File: src/rtl/systolic_pkg.sv
// Shared types and defaults for the systolic tile scheduler.
package systolic_pkg;

   // Scheduler FSM states
   typedef enum logic [2:0] {
      S_IDLE    = 3'd0,
      S_ISSUE   = 3'd1,
      S_COMPUTE = 3'd2,
      S_RESULT  = 3'd3,
      S_FINISH  = 3'd4
   } sched_state_e;

   // Default width of the tile count / tile index
   localparam int DEF_TILE_CNT_W = 8;

endpackage : systolic_pkg

File: src/rtl/sched_watchdog.sv
// Per-tile COMPUTE watchdog: counts enabled cycles since the last clear and
// flags expiry on the LIMIT-th enabled cycle.
module sched_watchdog #(
   parameter int LIMIT = 4096
) (
   input  logic clk_i,
   input  logic rst_i,
   input  logic clr_i,
   input  logic en_i,
   output logic expire_o
);

   localparam int CW = $clog2(LIMIT + 1);

   logic [CW-1:0] cnt_q;

   // Cycle counter, cleared ahead of each COMPUTE entry
   always_ff @(posedge clk_i) begin
      if (rst_i || clr_i) cnt_q <= '0;
      else if (en_i)      cnt_q <= cnt_q + 1'b1;
   end

   // Expire during the LIMIT-th COMPUTE cycle so the FSM leaves on that edge
   assign expire_o = en_i && (cnt_q == CW'(LIMIT - 1));

endmodule : sched_watchdog

File: src/rtl/systolic_tile_scheduler.sv
// Job-level controller for the systolic array: issues one start per tile,
// waits for the rising edge of the array done flag, then hands a per-tile
// result token to the drain logic.
// Optional feature: define SYSTOLIC_SCHED_TIMEOUT_EN to build the COMPUTE
// watchdog (error_o + early FINISH after TIMEOUT_CYCLES).
module systolic_tile_scheduler
   import systolic_pkg::*;
#(
   parameter int N              = 8,
   parameter int TILE_CNT_W     = DEF_TILE_CNT_W,
   parameter int TIMEOUT_CYCLES = 4096
) (
   input  logic                  clk_i,
   input  logic                  rst_i,
   input  logic                  job_valid_i,
   output logic                  job_ready_o,
   input  logic [TILE_CNT_W-1:0] job_tiles_i,
   output logic                  array_start_o,
   input  logic                  array_done_i,
   output logic                  result_valid_o,
   input  logic                  result_ready_i,
   output logic [TILE_CNT_W-1:0] result_tile_o,
   output logic                  busy_o,
   output logic                  job_done_o,
   output logic                  error_o
);

   // Elaboration-time sanity checks on the configuration
   if (TILE_CNT_W < $clog2(N)) begin : g_chk_idx_w
      $error("TILE_CNT_W too narrow for array dimension N");
   end
   if (TIMEOUT_CYCLES < 2) begin : g_chk_timeout
      $error("TIMEOUT_CYCLES must be at least 2");
   end

   sched_state_e          state_q;
   logic [TILE_CNT_W-1:0] tiles_q;
   logic [TILE_CNT_W-1:0] idx_q;
   logic                  ready_q;
   logic                  start_q;
   logic                  rvalid_q;
   logic                  jdone_q;
   logic                  done_q;
   logic                  done_rise;
   logic                  wd_expire;

   // Registered copy of the level done flag for rising-edge detection
   always_ff @(posedge clk_i) begin
      if (rst_i) done_q <= 1'b0;
      else       done_q <= array_done_i;
   end

   // A flag already high when COMPUTE is entered never produces a rise
   assign done_rise = array_done_i & ~done_q;

`ifdef SYSTOLIC_SCHED_TIMEOUT_EN
   logic err_q;

   sched_watchdog #(
      .LIMIT (TIMEOUT_CYCLES)
   ) u_watchdog (
      .clk_i    (clk_i),
      .rst_i    (rst_i),
      .clr_i    (state_q == S_ISSUE),
      .en_i     (state_q == S_COMPUTE),
      .expire_o (wd_expire)
   );

   assign error_o = err_q;
`else
   assign wd_expire = 1'b0;
   assign error_o   = 1'b0;
`endif

   // Scheduler FSM; outputs are registered and set on the transition edge
   always_ff @(posedge clk_i) begin
      if (rst_i) begin
         state_q  <= S_IDLE;
         tiles_q  <= '0;
         idx_q    <= '0;
         ready_q  <= 1'b0;
         start_q  <= 1'b0;
         rvalid_q <= 1'b0;
         jdone_q  <= 1'b0;
`ifdef SYSTOLIC_SCHED_TIMEOUT_EN
         err_q    <= 1'b0;
`endif
      end else begin
         start_q <= 1'b0;
         jdone_q <= 1'b0;
         case (state_q)
            S_IDLE: begin
               ready_q <= 1'b1;
               if (job_valid_i && ready_q) begin
                  ready_q <= 1'b0;
                  tiles_q <= job_tiles_i;
                  idx_q   <= '0;
`ifdef SYSTOLIC_SCHED_TIMEOUT_EN
                  err_q   <= 1'b0;
`endif
                  if (job_tiles_i == '0) begin
                     state_q <= S_FINISH;
                     jdone_q <= 1'b1;
                  end else begin
                     state_q <= S_ISSUE;
                     start_q <= 1'b1;
                  end
               end
            end
            S_ISSUE: state_q <= S_COMPUTE;
            S_COMPUTE: begin
               if (done_rise) begin
                  state_q  <= S_RESULT;
                  rvalid_q <= 1'b1;
               end else if (wd_expire) begin
                  // Abandon the job; no result token for the hung tile
`ifdef SYSTOLIC_SCHED_TIMEOUT_EN
                  err_q   <= 1'b1;
`endif
                  state_q <= S_FINISH;
                  jdone_q <= 1'b1;
               end
            end
            S_RESULT: begin
               if (result_ready_i) begin
                  rvalid_q <= 1'b0;
                  if (idx_q == TILE_CNT_W'(tiles_q - 1'b1)) begin
                     state_q <= S_FINISH;
                     jdone_q <= 1'b1;
                  end else begin
                     idx_q   <= idx_q + 1'b1;
                     state_q <= S_ISSUE;
                     start_q <= 1'b1;
                  end
               end
            end
            S_FINISH: begin
               state_q <= S_IDLE;
               ready_q <= 1'b1;
            end
            default: state_q <= S_IDLE;
         endcase
      end
   end

   assign job_ready_o    = ready_q;
   assign array_start_o  = start_q;
   assign result_valid_o = rvalid_q;
   assign result_tile_o  = idx_q;
   assign job_done_o     = jdone_q;
   assign busy_o         = (state_q != S_IDLE);

endmodule : systolic_tile_scheduler

File: config.mk
export PLATFORM = sky130hd
export DESIGN_NAME = systolic_tile_scheduler
export DESIGN_NICKNAME = d
export VERILOG_FILES = /design/src/rtl/systolic_pkg.sv /design/src/rtl/sched_watchdog.sv /design/src/rtl/systolic_tile_scheduler.sv
export SDC_FILE = /design/constraint.sdc
export NUM_CORES = 1
export LEC_CHECK = 0
export CORE_MARGIN = 5
export CORE_UTILIZATION = 46
export CTS_CLUSTER_DIAMETER = 80
export DETAILED_ROUTE_END_ITERATION = 16
export PLACE_DENSITY = 0.86
export SYNTH_ARGS = -nofsm -noshare
export SYNTH_HDL_FRONTEND = slang
export SYNTH_HIERARCHICAL = 1
export SYNTH_SLANG_ARGS = --single-unit
File: constraint.sdc
create_clock -name clk_i -period 2.15 [get_ports clk_i]
set_input_delay 0.645 -clock clk_i [delete_from_list [all_inputs] [get_ports clk_i]]
set_output_delay 0.645 -clock clk_i [all_outputs]
set_load 0.01 [all_outputs]
==> Yosys cells after proc, flatten, opt, wreduce, memory -nomap -nowiden <==
Cells that the tools add are included.
{ "totals": {"register_bits": 24, "input_bits": 13, "output_inout_bits": 14, "elab_cells": 57} }
{ "classes": {"add_sub_neg": 2, "eq_ne": 9, "n_mux": 25, "bitwise_logic": 2, "reduce_logical": 11} }
{ "ops": {"columns": ["cell", "count"], "rows": [
  ["$mux 8", 3],
  ["$pmux 8 s2", 1],
  ["$mux 3", 5],
  ["$pmux 3 s4", 1],
  ["$mux 1", 11],
  ["$add 8x1->8 const B", 1],
  ["$eq 8x8->1", 1],
  ["$logic_not 8->1", 1],
  ["$ne 2x2->1 const B", 4],
  ["$pmux 1 s2", 4],
  ["$sub 8x1->8 const B", 1],
  ["$eq 3x2->1 const B", 2],
  ["$reduce_and 3->1", 2],
  ["$reduce_bool 2->1", 3],
  ["$reduce_and 4->1", 1],
  ["$eq 3x1->1 const B", 1],
  ["$eq 3x3->1 const B", 1],
  ["$logic_not 3->1", 1],
  ["$reduce_bool 3->1", 1],
  ["$reduce_and 2->1", 1],
  ["$and 1x1->1", 1],
  ["$logic_and 1x1->1", 1],
  ["$not 1->1", 1]
]} }

==> Depth between registers and ports, before layout <==
Gate-level depths: netlist of run 1.
{ "depth": {"depth_word": 5, "ltp_mapped": 9, "depth_no_buf": 8} }

==> Least setup slack after synthesis of run 1 <==
No wires, ideal clock.
{ "synth_path": {"path_type": "register to register", "startpoint": "register tiles_q[0]", "endpoint": "register idx_q[5], in the netlist result_tile_o[5]", "setup_time_ns": 0.066, "arrival_time_ns": 1.957, "required_time_ns": 2.084, "slack_ns": 0.127, "path_stages_with_launch": 9, "path_buffers": 0, "period_less_slack_ns": 2.023, "path_cell_list": "dfxtp_1 > inv_1 > ha_1 > nand3b_1 > a21boi_0 > o32ai_2 > nor4b_4 > or4_1 > a21oi_2"} }
{ "synth_between": {"elab_chain_cells": 4} }
{ "synth_rtl": {"columns": ["item", "line_no", "rtl"], "rows": [
  ["from (decl)", "systolic_tile_scheduler.sv:37", "logic [TILE_CNT_W-1:0] tiles_q;"],
  ["from (signal assigned)", "systolic_tile_scheduler.sv:96", "tiles_q <= job_tiles_i;"],
  ["$sub 8x1->8", "systolic_tile_scheduler.sv:127", "if (idx_q == TILE_CNT_W'(tiles_q - 1'b1)) begin"],
  ["$eq 8x8->1", "systolic_tile_scheduler.sv:127", null],
  ["$ne 2x2->1 (no line)", null, null],
  ["$reduce_and 4->1 (no line)", null, null],
  ["to (signal assigned)", "systolic_tile_scheduler.sv:131", "idx_q <= idx_q + 1'b1;"],
  ["to (decl)", "systolic_tile_scheduler.sv:38", "logic [TILE_CNT_W-1:0] idx_q;"]
]} }
No other way between the ends.
A chain may end at the register's enable or synchronous reset.

==> Worst setup path after layout of run 1 <==
{ "layout_path": {"startpoint": "input port job_tiles_i[3]", "endpoint": "register state_q[0]"} }
{ "layout_between": {"elab_chain_cells": 4} }
{ "layout_rtl": {"columns": ["item", "line_no", "rtl"], "rows": [
  ["from (decl)", "systolic_tile_scheduler.sv:17", "input logic [TILE_CNT_W-1:0] job_tiles_i,"],
  ["$logic_not 8->1", "systolic_tile_scheduler.sv:101", "if (job_tiles_i == '0) begin"],
  ["$mux 3", "systolic_tile_scheduler.sv:101", null],
  ["$mux 3", "systolic_tile_scheduler.sv:94", "if (job_valid_i && ready_q) begin"],
  ["$pmux 3 s4", "systolic_tile_scheduler.sv:91", "case (state_q)"],
  ["to (signal assigned)", "systolic_tile_scheduler.sv:102", "state_q <= S_FINISH;"],
  ["to (signal assigned)", "systolic_tile_scheduler.sv:105", "state_q <= S_ISSUE;"],
  ["to (signal assigned)", "systolic_tile_scheduler.sv:110", "S_ISSUE: state_q <= S_COMPUTE;"],
  ["to (decl)", "systolic_tile_scheduler.sv:36", "sched_state_e state_q;"]
]} }
No other way between the ends. The select of a mux whose other input is x is not followed.

==> summary.md, run 1 <==
| Metric | Value |
|---|---|
| Remaining DRCs | 0 |
| Reg power frac | between 50% and 60% |
| Post-DP HPWL | between 2 and 3 mm |
| Slew Viols, Final | 0 |
| Met2 wire len | ~1.9 mm |
| Pwr Density | around 510 nW/um^2 |
| Met3 routed WL | ~150 um |
| Vias in the first global route | 1349 |
| Nets | approximately 220 |
| Die area | 4200 sq um |
| #FFs+latches synth | 24 |
| Synth cell types | 43 |
| DR top layer | met4 |
| Fin Clk Skew | approximately 0.0018 ns |
| Mean Syn Cell Area | ~8.2 sq um |
| WP buf/inv | 1 |
| Register area share after synthesis | around a third |
| Met1 WL | 1.45 mm |
| Fillers | ~240 |
| Synth Area in Simple Gates | between 30% and 40% |
| DRT iter0 DRCs | slightly below 50 |
| Overflow after GRT | 0 |
| Hold Crit Class | flip-flop to flip-flop |
| Final Hold Vio Count | 0 |
| Worst Path Max Fanout | 3 |
| Worst-Skew Late Latency | ~0.31 ns |
| Pin count of the biggest net entering global routing | 18 |
| DRT Wirelength | ~3.6 mm |
| Multiplexer share of the synthesized area | 0% |
| Worst setup SP type | input port |
| H-tree depth | 1 |
| GP Congestion | between 0.9 and 1 |
| Peak Freq | between 400 and 500 MHz |
| Layout area overhead | 33.5% |
| Num Clock Sinks | 24 |
| Die H | around 65 um |
| Post-route ant nets | 0 |
| DR vias | 1367 |
| Vias/cell | 5.77 |
| Crit-path cells | clkdlybuf4s50_1, or4_1, nor2_1, nor3_1, a21oi_1, nor4_1, a41o_1 |
| Initial antenna violation count | 0 |
| Clock share of power | 20.9% |
| Biggest cell delay along the critical path | 0.59 ns |
| YS warnings | 6 |
| Status | finished clean |
| Power share of the combinational group | between 20% and 30% |
| Setup violators final | 0 |
| CTS max path bufs | 2 |
| Sw Ratio | slightly below 30% |
| Worst Path Arrival | 2.32 ns |
| Pre-antenna DRT Iters | 4 |
| Delay-heaviest family, CP | simple AND/OR/NAND/NOR gates |
| Max VDD drop | 0.371 mV |
| Pleak | slightly above 0.7 nW |
| Ports | 27 |
| Clock Pin Slew Worst Setup and Hold Paths | 0.12 ns |
| Final critical-path required period | about 2.1 ns |
| Number of buffers created by CTS | 3 |
| Total power | between 0.9 and 1 mW |
| Total GRT Usage | 17.7% |
| Die Wd | 64.8 um |
| Mapped cell area | ~1400 sq um |
| Ant diodes | 0 |
| Global-route wire length before repair | 5.99 mm |
| Post-synthesis xor/xnor area fraction | about 5.7% |
| Synth Area in Adders | 1.81% |
| Post-Synthesis Cells | between 150 and 200 |
| P_sw | 0.279 mW |
| Storage cell area | around 490 sq um |
| Crit path kind | input port to flip-flop |
| Core box area | ~2800 sq um |
| Worst Path Required | about 2.4 ns |
| Total of max-cap violations | 0 |
| Wire per inst | 15.1 um |
| Post-CTS Hold Buffers | 0 |
| Share of cells above drive strength 1 | around 23% |
| CP endpoint kind | flip-flop |
| FP Rows | 19 |
| Post-Syn Nets | ~180 |
| Root Driver | clkbuf_4 |
| Final worst-path cycle share | 97.4% |
| RSZ-0062 raised after global routing | yes |
| Placed Instances | ~230 |
| Starting Density | between 40% and 50% |
| Largest family of logic cells by synthesized area | simple AND/OR/NAND/NOR gates |
| Fin cells | around 240 |
| Crit path max-delay cell type | or4_1 |
| PortBufs | 25 |
| Multi-input logic area | between 800 and 900 sq um |
| Internal Power | between 0.6 and 0.7 mW |
| TritonCTS clock tree | done |
| Post-synthesis compound-gate area fraction | 19.6% |
final cells by class:
class / instances / area share, %
clock buffers: 3 / 1.22
inverters: 2 / 0.408
flip-flops and latches: 24 / 26.4
multi-input cells: 133 / 47.9
repair buffers: 44 / 21.9
well taps: 31 / 2.11
worst paths after layout:
path | slack (ns) | end | startpoint | cells after the start
worst max-delay path | 0.06 | state_q[0] | job_tiles_i[3] | 7
worst min-delay path | 0.48 | tiles_q[7] | tiles_q[7] | 2
worst min register to register | 0.48 | tiles_q[7] | tiles_q[7] | 2
worst max register to register | 0.07 | result_tile_o[5] | tiles_q[0] | 9
cells by family (layout without fill, tap and decap cells):
kind of cell	Yosys count	count (layout)
other	1	1
AND/OR/NAND/NOR	82	82
buffers and inverters	11	49
AO/OA/AOI/OAI	39	39
XOR/XNOR	9	9
adder cells (fa/ha/maj)	2	2
flip-flops	24	24
layout by cell type (no fill, tap or decap), types with 2 or more instances in the layout:
cell type,instances
nand2_1,26
clkdlybuf4s50_1,24
dfxtp_1,19
buf_4,18
a21oi_1,16
nor2_1,14
nand3_1,5
xor2_1,5
or4_1,5
a21oi_2,5
dfxtp_2,5
nor3_1,4
o31ai_1,4
and3_1,3
xnor2_1,3
o211ai_1,3
nor2b_1,3
o21ai_1,3
or3_1,3
clkbuf_4,3
inv_2,2
and3_2,2
nand2b_1,2
nor3_2,2
nor4b_4,2
nor4_1,2
power groups by stage:
stage / combinational (mW) / sequential (mW) / clock [mW]
finish: 0.249 / 0.491 / 0.196
global route: 0.273 / 0.495 / 0.227
CTS: 0.233 / 0.489 / 0.206
detailed placement: 0.227 / 0.498 / 0
global placement: 0.218 / 0.497 / 0
floorplan: 0.141 / 0.496 / 0
tightest hold or removal path: cells and delay by family, from the launching register on:
family | cells | cell delay (ns)
AOI/OAI and AO/OA | 1 | 0.05
and+or+nand+nor | 1 | 0.05
DFF | 1 | 0.34
registers in the layout (all words and copies together), names as in the netlist:
name / flops
result_valid_o: 1
array_start_o: 1
done_q: 1
job_done_o: 1
result_tile_o: 8
job_ready_o: 1
tiles_q: 8
state_q: 3
timing repair:
| action | in CTS | in global routing |
|---|---|---|
| buffers inserted | 0 | 3 |
| resized for setup | 5 | 12 |
| pin swaps | 1 | 3 |
| setup endpoints to repair | 5 | 8 |
| hold endpoints to repair | 0 | 0 |
stage by stage:
stage                     util, %  setup WS [ns]  TNS [ns]  instance area (sq um)  hold slack (ns)
after floorplan                 -          0.127         0                   1380            0.448
after global placement       62.0         -0.210    -0.616                   1740            0.466
after detailed placement     62.0         -0.269    -0.945                   1740            0.464
after CTS                    63.4        0.00433         0                   1780            0.482
after global routing         65.7        -0.0254   -0.0472                   1840            0.503
final                        65.7         0.0560         0                   1840            0.480
metal layers:
| layer | global-route usage, % | vias up |
|---|---|---|
| li1 | - | 683 |
| met1 | 21.1 | 646 |
| met2 | 32.1 | 34 |
| met3 | 2.76 | 4 |
| met4 | 6.07 | 0 |
| met5 | 0 | - |
cell usage after synthesis, drive strengths merged:
library cell | number | share of area [%]
nand2 | 26 | 7.1
dfxtp | 24 | 35
a21oi | 21 | 9.0
nor2 | 14 | 3.8
buf | 7 | 3.6
nor3 | 6 | 2.2
or4 | 6 | 3.3
xor2 | 6 | 3.8
and3 | 5 | 2.4
nand3 | 5 | 1.8
o31ai | 4 | 2.2
or3 | 4 | 1.8
nor2b | 3 | 1.4
nor4 | 3 | 2.4
o211ai | 3 | 1.6
o21ai | 3 | 1.1
xnor2 | 3 | 1.9
clkbuf | 2 | 0.54
ha | 2 | 1.8
inv | 2 | 0.54
nand2b | 2 | 0.91
nor4b | 2 | 2.8
a211oi | 1 | 0.54
a21boi | 1 | 0.54
a21o | 1 | 0.54
a22oi | 1 | 0.54
a41o | 1 | 0.73
and2 | 1 | 0.45
and4 | 1 | 0.63
conb | 1 | 0.27
nand3b | 1 | 0.54
nand4 | 1 | 0.45
nand4b | 1 | 0.63
o22ai | 1 | 0.91
o32a | 1 | 0.73
o32ai | 1 | 1.2
or2 | 1 | 0.45
Power figures use the tool's default switching activity.
==> run 2: changes to the inputs <==
--- a/config.mk
+++ b/config.mk
@@ -9,6 +9,7 @@
 export CORE_UTILIZATION = 46
 export CTS_CLUSTER_DIAMETER = 80
 export DETAILED_ROUTE_END_ITERATION = 16
+export GPL_ROUTABILITY_DRIVEN = 0
 export PLACE_DENSITY = 0.86
 export SYNTH_ARGS = -nofsm -noshare
 export SYNTH_HDL_FRONTEND = slang
==> summary.md, run 2 (synthesis results as in run 1) <==
| Metric | Value |
|---|---|
| Nets | roughly 220 |
| DRT iter0 DRCs | 86 |
| Reg2reg path depth | 8 |
| DRT Wirelength | between 3 and 4 mm |
| Vias/cell | roughly 5.9 |
| TritonCTS clock tree | done |
| DR vias | ~1.4k |
| Share of cells above drive strength 1 | 21.7% |
| Commonest non-fill, non-tap cells in the layout | 26 x nand2_1, 24 x clkdlybuf4s50_1, 20 x dfxtp_1 |
| Total of max-cap violations | 0 |
| Pre-antenna DRT Iters | 4 |
| H-tree depth | 1 |
| Wire per inst | around 15 um |
| Total power | between 0.9 and 1 mW |
| Slew Viols, Final | 0 |
| Initial antenna violation count | 0 |
| Setup ws final | approximately 0.045 ns |
| Worst setup SP type | input port |
| Reg power frac | 50.9% |
| Hold path depth | 2 |
| Die H | approximately 65 um |
| Layout area overhead | 32.7% |
| Remaining DRCs | 0 |
| Final critical-path required period | between 2 and 2.5 ns |
| Ant diodes | 0 |
| Overflow after GRT | 0 |
| Core Util, Final | 65.3% |
| Status | finished clean |
| Max VDD drop | approximately 0.40 mV |
| Worst Path Max Fanout | 3 |
| Pin count of the biggest net entering global routing | 18 |
| Peak Freq | 475 MHz |
| Pwr Density | about 530 nW/um^2 |
| Post-CTS Hold Buffers | 0 |
| Ports | 27 |
| Internal Power | 0.688 mW |
| Sw Ratio | 28.5% |
| Power share of the combinational group | ~25% |
| Post-route ant nets | 0 |
| Vias in the first global route | about 1.3k |
| Pre-CTS WS | -0.264 ns |
| Clock Pin Slew Worst Setup and Hold Paths | between 0.1 and 0.15 ns |
| Worst Path Arrival | roughly 2.3 ns |
| Final worst-path cycle share | just under 100% |
| Die area | roughly 4200 sq um |
| Root Driver | clkbuf_4 |
| Die Wd | about 65 um |
| Hold Crit Class | flip-flop to flip-flop |
| Worst Path Required | around 2.4 ns |
| Commonest non-fill, non-tap cell in the layout | nand2_1 |
| Worst-Skew Late Latency | 0.31 ns |
| Fin Clk Skew | between 0.003 and 0.004 ns |
| P_sw | 0.274 mW |
| Setup violators final | 0 |
| Final Hold Vio Count | 0 |
| Starting Density | between 40% and 50% |
| Total GRT Usage | 17.5% |
| Core box area | about 2800 sq um |
| FP Rows | 19 |
| CTS max path bufs | 2 |
| Clock share of power | 24.2% |
| Number of buffers created by CTS | 3 |
| CP endpoint kind | flip-flop |
| Pleak | 0.706 nW |
| Post-DP HPWL | 2.56 mm |
| Num Clock Sinks | 24 |
| Crit path kind | input port to flip-flop |
| PortBufs | 25 |
| Global-route wire length before repair | around 6 mm |
==> run 2: power groups by stage <==
stage               logic [mW]  registers, mW  clock network (mW)
floorplan                0.141          0.496                   0
global placement         0.218          0.497                   0
detailed placement       0.227          0.498                   0
CTS                      0.230          0.488               0.244
global route             0.261          0.494               0.266
finish                   0.240          0.490               0.233
==> run 2: area by class of cell <==
cell class,instances,area [sq um]
fill,238,973
multi-input combinational,133,868
sequential,24,485
timing repair buffer,44,395
tap,31,38.8
clock buffer,4,36.3
inverter,2,7.51
==> run 2: stage by stage <==
step | hold WS [ns] | area [sq um] | std cells | TNS [ns]
floorplan | 0.448 | 1380 | 168 | 0
global placement | 0.465 | 1740 | 232 | -0.618
detailed placement | 0.466 | 1740 | 232 | -0.988
CTS | 0.484 | 1790 | 237 | 0
global route | 0.508 | 1830 | 238 | -0.0171
finish | 0.480 | 1830 | 238 | 0
==> run 2: critical path, cell delays in order <==
cell and delay, ns:
clkdlybuf4s50_1 0.42, or4_1 0.58, nor2_1 0.21, nor3_1 0.07
a21oi_1 0.13, nor4_1 0.07, a41o_1 0.20
==> run 2: timing repair <==
item | in CTS | in global routing
pin swaps | 3 | 7
cloned | 0 | 1
buffers inserted | 2 | 0
endpoints found under the setup margin | 4 | 7
resized for setup | 4 | 10
==> run 2: layer usage <==
| layer | GRT usage [%] | routed length, um | vias up |
|---|---|---|---|
| met4 | 6.86 | 59 | 0 |
| met1 | 21.0 | 1500 | 671 |
| met5 | 0 | 0 | - |
| met2 | 31.0 | 1820 | 36 |
| met3 | 2.76 | 127 | 6 |
| li1 | - | - | 684 |
==> run 2: final timing paths <==
check | from | end | slack [ns]
worst min-delay path | tiles_q[7] | tiles_q[7] | 0.48
worst min register to register | tiles_q[7] | tiles_q[7] | 0.48
worst max register to register | tiles_q[2] | state_q[0] | 0.08
worst max-delay path | job_tiles_i[3] | state_q[0] | 0.04
==> run 3: changes to the inputs <==
--- a/config.mk
+++ b/config.mk
@@ -5,6 +5,7 @@
 export SDC_FILE = /design/constraint.sdc
 export NUM_CORES = 1
 export LEC_CHECK = 0
+export ABC_AREA = 0
 export CORE_MARGIN = 5
 export CORE_UTILIZATION = 46
 export CTS_CLUSTER_DIAMETER = 80
==> results of run 3 <==
Final layout, timing and power as in run 2 (identical DEF).
==> variant 1, RTL diff (config.mk and constraints of run 3) <==
The option `SYSTOLIC_SCHED_TIMEOUT_EN` is turned on by a define.
--- a/src/rtl/systolic_tile_scheduler.sv
+++ b/src/rtl/systolic_tile_scheduler.sv
@@ -4,4 +4,6 @@
 // Optional feature: define SYSTOLIC_SCHED_TIMEOUT_EN to build the COMPUTE
 // watchdog (error_o + early FINISH after TIMEOUT_CYCLES).
+`define SYSTOLIC_SCHED_TIMEOUT_EN
+
 module systolic_tile_scheduler
    import systolic_pkg::*;
Behaviour: same outputs for any inputs over 10 cycles, from zero or initial values and one cycle with rst_i high; that may be too few to reach the edited logic, so the function may still have changed.
==> variant 1 against run 3 <==
- the flow now finishes with violations (setup timing)
- synthesized area is 47% higher
- worst setup slack worse by 84 ps
- highest routed layer unchanged
- cell count is 46% higher
- combinational power grew to 4.5 times the old value
- routed wire length is 54% higher
- total power grew to 2.6 times the old value
- sequential cell count is 14 higher
- final area is 49% higher
==> variant 1: results (changes against run 3) <==
<table>
<tr><th>Metric</th><th>Value</th></tr>
<tr><th colspan="2">Drt</th></tr>
<tr><td>Met3 layer wire length in the routed design</td><td>276 microns (+120%)</td></tr>
<tr><td>Detailed route wirelength on metal2</td><td>2820 microns (+55%)</td></tr>
<tr><th colspan="2">CTS</th></tr>
<tr><td>Clk pin slew, worst setup/hold paths</td><td>70 ps (-60 ps)</td></tr>
<tr><td>Root cell of the clock tree</td><td>sky130_fd_sc_hd__clkbuf_8</td></tr>
<tr><td>H-tree Lvls</td><td>2 (+1)</td></tr>
<tr><th colspan="2">Hold path</th></tr>
<tr><td>Hold path startpoint</td><td>u_watchdog/cnt_q[11]</td></tr>
<tr><th colspan="2">Critical path</th></tr>
<tr><td>Crit-path max FO</td><td>7 (+4)</td></tr>
<tr><td>Start of the worst register-to-register path</td><td>tiles_q[1]</td></tr>
<tr><td>Endpoint of the most critical register-to-register path</td><td>result_tile_o[7]</td></tr>
<tr><td>Reg2reg path depth</td><td>9 (+1)</td></tr>
<tr><th colspan="2">Placed design</th></tr>
<tr><td>Placed Area</td><td>0.00249 sq mm (+43%)</td></tr>
<tr><td>Number of buffer cells added on primary ports</td><td>26 (+4.0%)</td></tr>
<tr><th colspan="2">Global routing</th></tr>
<tr><td>Vias in the first global route</td><td>1939 (+48%)</td></tr>
<tr><td>Global Route met1 Usage</td><td>0.210 (-0.000619)</td></tr>
<tr><th colspan="2">Layout</th></tr>
<tr><td>Filler-free cell count of the finished design</td><td>347 (+46%)</td></tr>
<tr><td>Total number of nets in the final design</td><td>310 (+39%)</td></tr>
<tr><td>Proportion of layout cells with a drive suffix above 1</td><td>0.220 (+0.00295)</td></tr>
<tr><th colspan="2">Yosys</th></tr>
<tr><td>Synthesized netlist net count</td><td>256 (+40%)</td></tr>
<tr><td>Number of distinct library cells after synthesis</td><td>49 (+14%)</td></tr>
<tr><td>Synth cell count leaders</td><td>38 x sky130_fd_sc_hd__dfxtp_1, 36 x sky130_fd_sc_hd__nand2_1, 26 x sky130_fd_sc_hd__a21oi_1, 19 x sky130_fd_sc_hd__nor2_1</td></tr>
<tr><th colspan="2">Power and ir drop</th></tr>
<tr><td>Peak supply drop</td><td>0.560 mV (+40%)</td></tr>
<tr><td>Leakage</td><td>0.965 nW (+37%)</td></tr>
<tr><th colspan="2">Outcome</th></tr>
<tr><td>Outcome</td><td>complete, but fails checks</td></tr>
<tr><td>Violated checks</td><td>setup timing</td></tr>
<tr><th colspan="2">STA</th></tr>
<tr><td>Final setup slack of the worst path</td><td>-39.7 ps (-84.5 ps)</td></tr>
<tr><td>Setup violators final</td><td>8 (+8)</td></tr>
</table>
variant 1: area by class of cell:
cell class / instances / area (sq um)
fill: 365 / 1600
multi-input combinational: 190 / 1320
sequential: 38 / 763
timing repair buffer: 52 / 462
clock buffer: 6 / 82.6
tap: 52 / 65.1
inverter: 7 / 28.8
clock inverter: 2 / 12.5
variant 1: repair_timing:
action                                  CTS  global route
setup buffers                             2             4
cloned                                    1             0
endpoints found under the setup margin   10            13
gates resized for setup                  10             9
hold buffers                              0             0
pin swaps                                 8             3
variant 1: cells by family after synthesis:
group	synth area share
AND/OR/NAND/NOR	0.279
AO/OA/AOI/OAI	0.211
flip-flops	0.376
buffers and inverters	0.0278
XOR/XNOR	0.0476
multiplexers	0.0396
adder cells (fa/ha/maj)	0.0185
variant 1: power by group:
part | internal, mW | leakage (nW) | switching [mW]
registers | 0.778 | 0.309 | 0.0794
clock network | 0.257 | 0.0472 | 0.254
logic | 0.510 | 0.609 | 0.584
==> variant 2, RTL diff (config.mk and constraints of run 3) <==
Made on the original files. Re-encode `sched_state_e` (5 states) as one-hot, 5 bits wide.
--- a/src/rtl/systolic_pkg.sv
+++ b/src/rtl/systolic_pkg.sv
@@ -3,10 +3,10 @@
 
    // Scheduler FSM states
-   typedef enum logic [2:0] {
-      S_IDLE    = 3'd0,
-      S_ISSUE   = 3'd1,
-      S_COMPUTE = 3'd2,
-      S_RESULT  = 3'd3,
-      S_FINISH  = 3'd4
+   typedef enum logic [4:0] {
+      S_IDLE    = 5'b00001,
+      S_ISSUE   = 5'b00010,
+      S_COMPUTE = 5'b00100,
+      S_RESULT  = 5'b01000,
+      S_FINISH  = 5'b10000
    } sched_state_e;
 
Check against the original RTL: same outputs for any inputs over 10 cycles, from zero or initial values and one cycle with rst_i high; not proved beyond that.
==> variant 2 against run 3 <==
- the run now ends with setup timing left
- highest routed layer unchanged
- synthesized cell count up 1.2%
- largest cell class unchanged
- synthesized area up 5.9%
- routed wire length up 3.5%
- global-route usage down 0.49 points
- worst setup slack worse by 94 ps
- total power up 16%
- sequential cell count up 2
- final area up 11%
- largest power group unchanged
- clock skew down 1.2 ps
==> variant 2: results (changes against run 3) <==
<table>
<tr><th>Metric</th><th>Value</th></tr>
<tr><th colspan="2">Critical path</th></tr>
<tr><td>Endpoint arrival time on the critical path</td><td>2480 ps (+160 ps)</td></tr>
<tr><td>Endpoint of the most critical register-to-register path</td><td>state_q[4]</td></tr>
<tr><td>Slowest-stage cell, CP</td><td>sky130_fd_sc_hd__or4b_1</td></tr>
<tr><td>Reg2reg path depth</td><td>8 (unchanged)</td></tr>
<tr><td>Largest stage delay on the critical path</td><td>490 ps (-90 ps)</td></tr>
<tr><td>Crit-path max FO</td><td>5 (+2)</td></tr>
<tr><th colspan="2">Placed design</th></tr>
<tr><td>Setup slack after placement</td><td>-254 ps (+9.83 ps)</td></tr>
<tr><td>Placed wire-length estimate after detailed placement</td><td>2450 microns (-4.1%)</td></tr>
<tr><th colspan="2">Layout</th></tr>
<tr><td>Total number of nets in the final design</td><td>232 (+4.0%)</td></tr>
<tr><td>Filler-free cell count of the finished design</td><td>260 (+9.2%)</td></tr>
<tr><th colspan="2">Global routing</th></tr>
<tr><td>Global Route Usage Sum</td><td>0.170 (-0.00491)</td></tr>
<tr><td>Maximum number of pins on one net before global-route repair</td><td>15 (-3)</td></tr>
<tr><td>Vias in the first global route</td><td>1337 (+2.3%)</td></tr>
<tr><td>Global-route wire length before repair</td><td>5810 microns (-0.95%)</td></tr>
<tr><th colspan="2">Yosys</th></tr>
<tr><td>Synthesized netlist net count</td><td>185 (+1.1%)</td></tr>
<tr><td>Number of instances in the synthesized netlist</td><td>170 (+1.2%)</td></tr>
<tr><td>Proportion of synthesized chip area in sequential cells</td><td>0.356 (+0.00802)</td></tr>
<tr><td>Number of distinct library cells after synthesis</td><td>45 (+4.7%)</td></tr>
<tr><td>Synth cell count leaders</td><td>26 x sky130_fd_sc_hd__dfxtp_1, 16 x sky130_fd_sc_hd__nor2_1, 12 x sky130_fd_sc_hd__a21oi_1, 11 x sky130_fd_sc_hd__o21ai_0</td></tr>
<tr><th colspan="2">STA</th></tr>
<tr><td>Setup violators final</td><td>2 (+2)</td></tr>
<tr><td>Final setup slack of the worst path</td><td>-49.4 ps (-94.2 ps)</td></tr>
<tr><td>Worst Skew</td><td>2.32 ps (-1.19 ps)</td></tr>
<tr><th colspan="2">Drt</th></tr>
<tr><td>Average wire per standard cell</td><td>13.9 microns (-5.3%)</td></tr>
<tr><td>Number of DRC violations after detailed-routing iteration 0</td><td>147 (+71%)</td></tr>
<tr><td>Avg Vias per Cell</td><td>5.60 (-4.5%)</td></tr>
<tr><th colspan="2">Outcome</th></tr>
<tr><td>Violated checks</td><td>setup timing</td></tr>
<tr><td>Outcome</td><td>complete, but fails checks</td></tr>
<tr><th colspan="2">Power and ir drop</th></tr>
<tr><td>Peak supply drop</td><td>0.301 mV (-25%)</td></tr>
<tr><th colspan="2">Hold path</th></tr>
<tr><td>Hold endpoint</td><td>result_valid_o</td></tr>
<tr><td>Hold path startpoint</td><td>result_valid_o</td></tr>
</table>
## variant 2: final cells by class
| cell class | instances | area [sq um] |
|---|---|---|
| tap | 44 | 55.1 |
| fill | 252 | 1010 |
| multi-input combinational | 137 | 986 |
| sequential | 26 | 539 |
| timing repair buffer | 47 | 414 |
| inverter | 2 | 7.51 |
| clock buffer | 4 | 36.3 |
## variant 2: how the worst max path moves through the flow
stage | to | start | slack, ps
3_5_place_dp | result_tile_o[6] | job_valid_i | -250
4_1_cts | result_tile_o[7] | tiles_q[4] | -3
6_report | state_q[4] | tiles_q[2] | -50
5_1_grt | state_q[4] | tiles_q[2] | -90
3_3_place_gp | result_tile_o[7] | job_valid_i | -240
2_1_floorplan | state_q[4] | tiles_q[0] | 150
## variant 2: layer usage
metal  routed length [microns]  part of all wire  global-route usage  vias to the layer above
li1                          -                 -                   -                      717
met4                        91             0.025              0.0761                        0
met2                      1710              0.47               0.299                       51
met1                      1660              0.46               0.207                      681
met3                       168             0.046              0.0153                        8
met5                         0                 0                   0                        -
## variant 2: cell families after synthesis
logic type / synth area share
and+or+nand+nor: 0.328
AOI/OAI and AO/OA: 0.127
DFF: 0.356
xor gates and xnor gates: 0.0788
muxes: 0.0616
buffers and inverters: 0.0291
adders and majority gates: 0.0171
other: 0.00257
## variant 2: worst register-to-register path, delay by kind of cell, from the launching register on
family / cells / cell delay, ps
AOI/OAI and AO/OA: 2 / 210
buffers and inverters: 2 / 290
DFF: 1 / 390
and+or+nand+nor: 4 / 1270
## variant 2: repair_timing
action	in CTS	in global routing
resized for setup	16	17
pin swaps	6	6
setup buffers	4	2
cloned	0	1
setup endpoints to repair	5	10
## variant 2: power groups by stage
stage / Combinational, mW / Clock (mW) / Sequential [mW]
final: 0.340 / 0.253 / 0.524
after global routing: 0.371 / 0.275 / 0.529
after CTS: 0.312 / 0.254 / 0.523
after detailed placement: 0.290 / 0 / 0.532
after global placement: 0.284 / 0 / 0.531
after floorplan: 0.175 / 0 / 0.531
## variant 2: per-stage QoR
stage          area, sq um  setup TNS [ps]  hold slack, ps
6_report              2040           -66.6             499
5_1_grt               2040            -151             527
4_1_cts               1960           -2.88             497
3_5_place_dp          1860           -1200             469
3_3_place_gp          1860           -1030             470
2_1_floorplan         1460               0             484
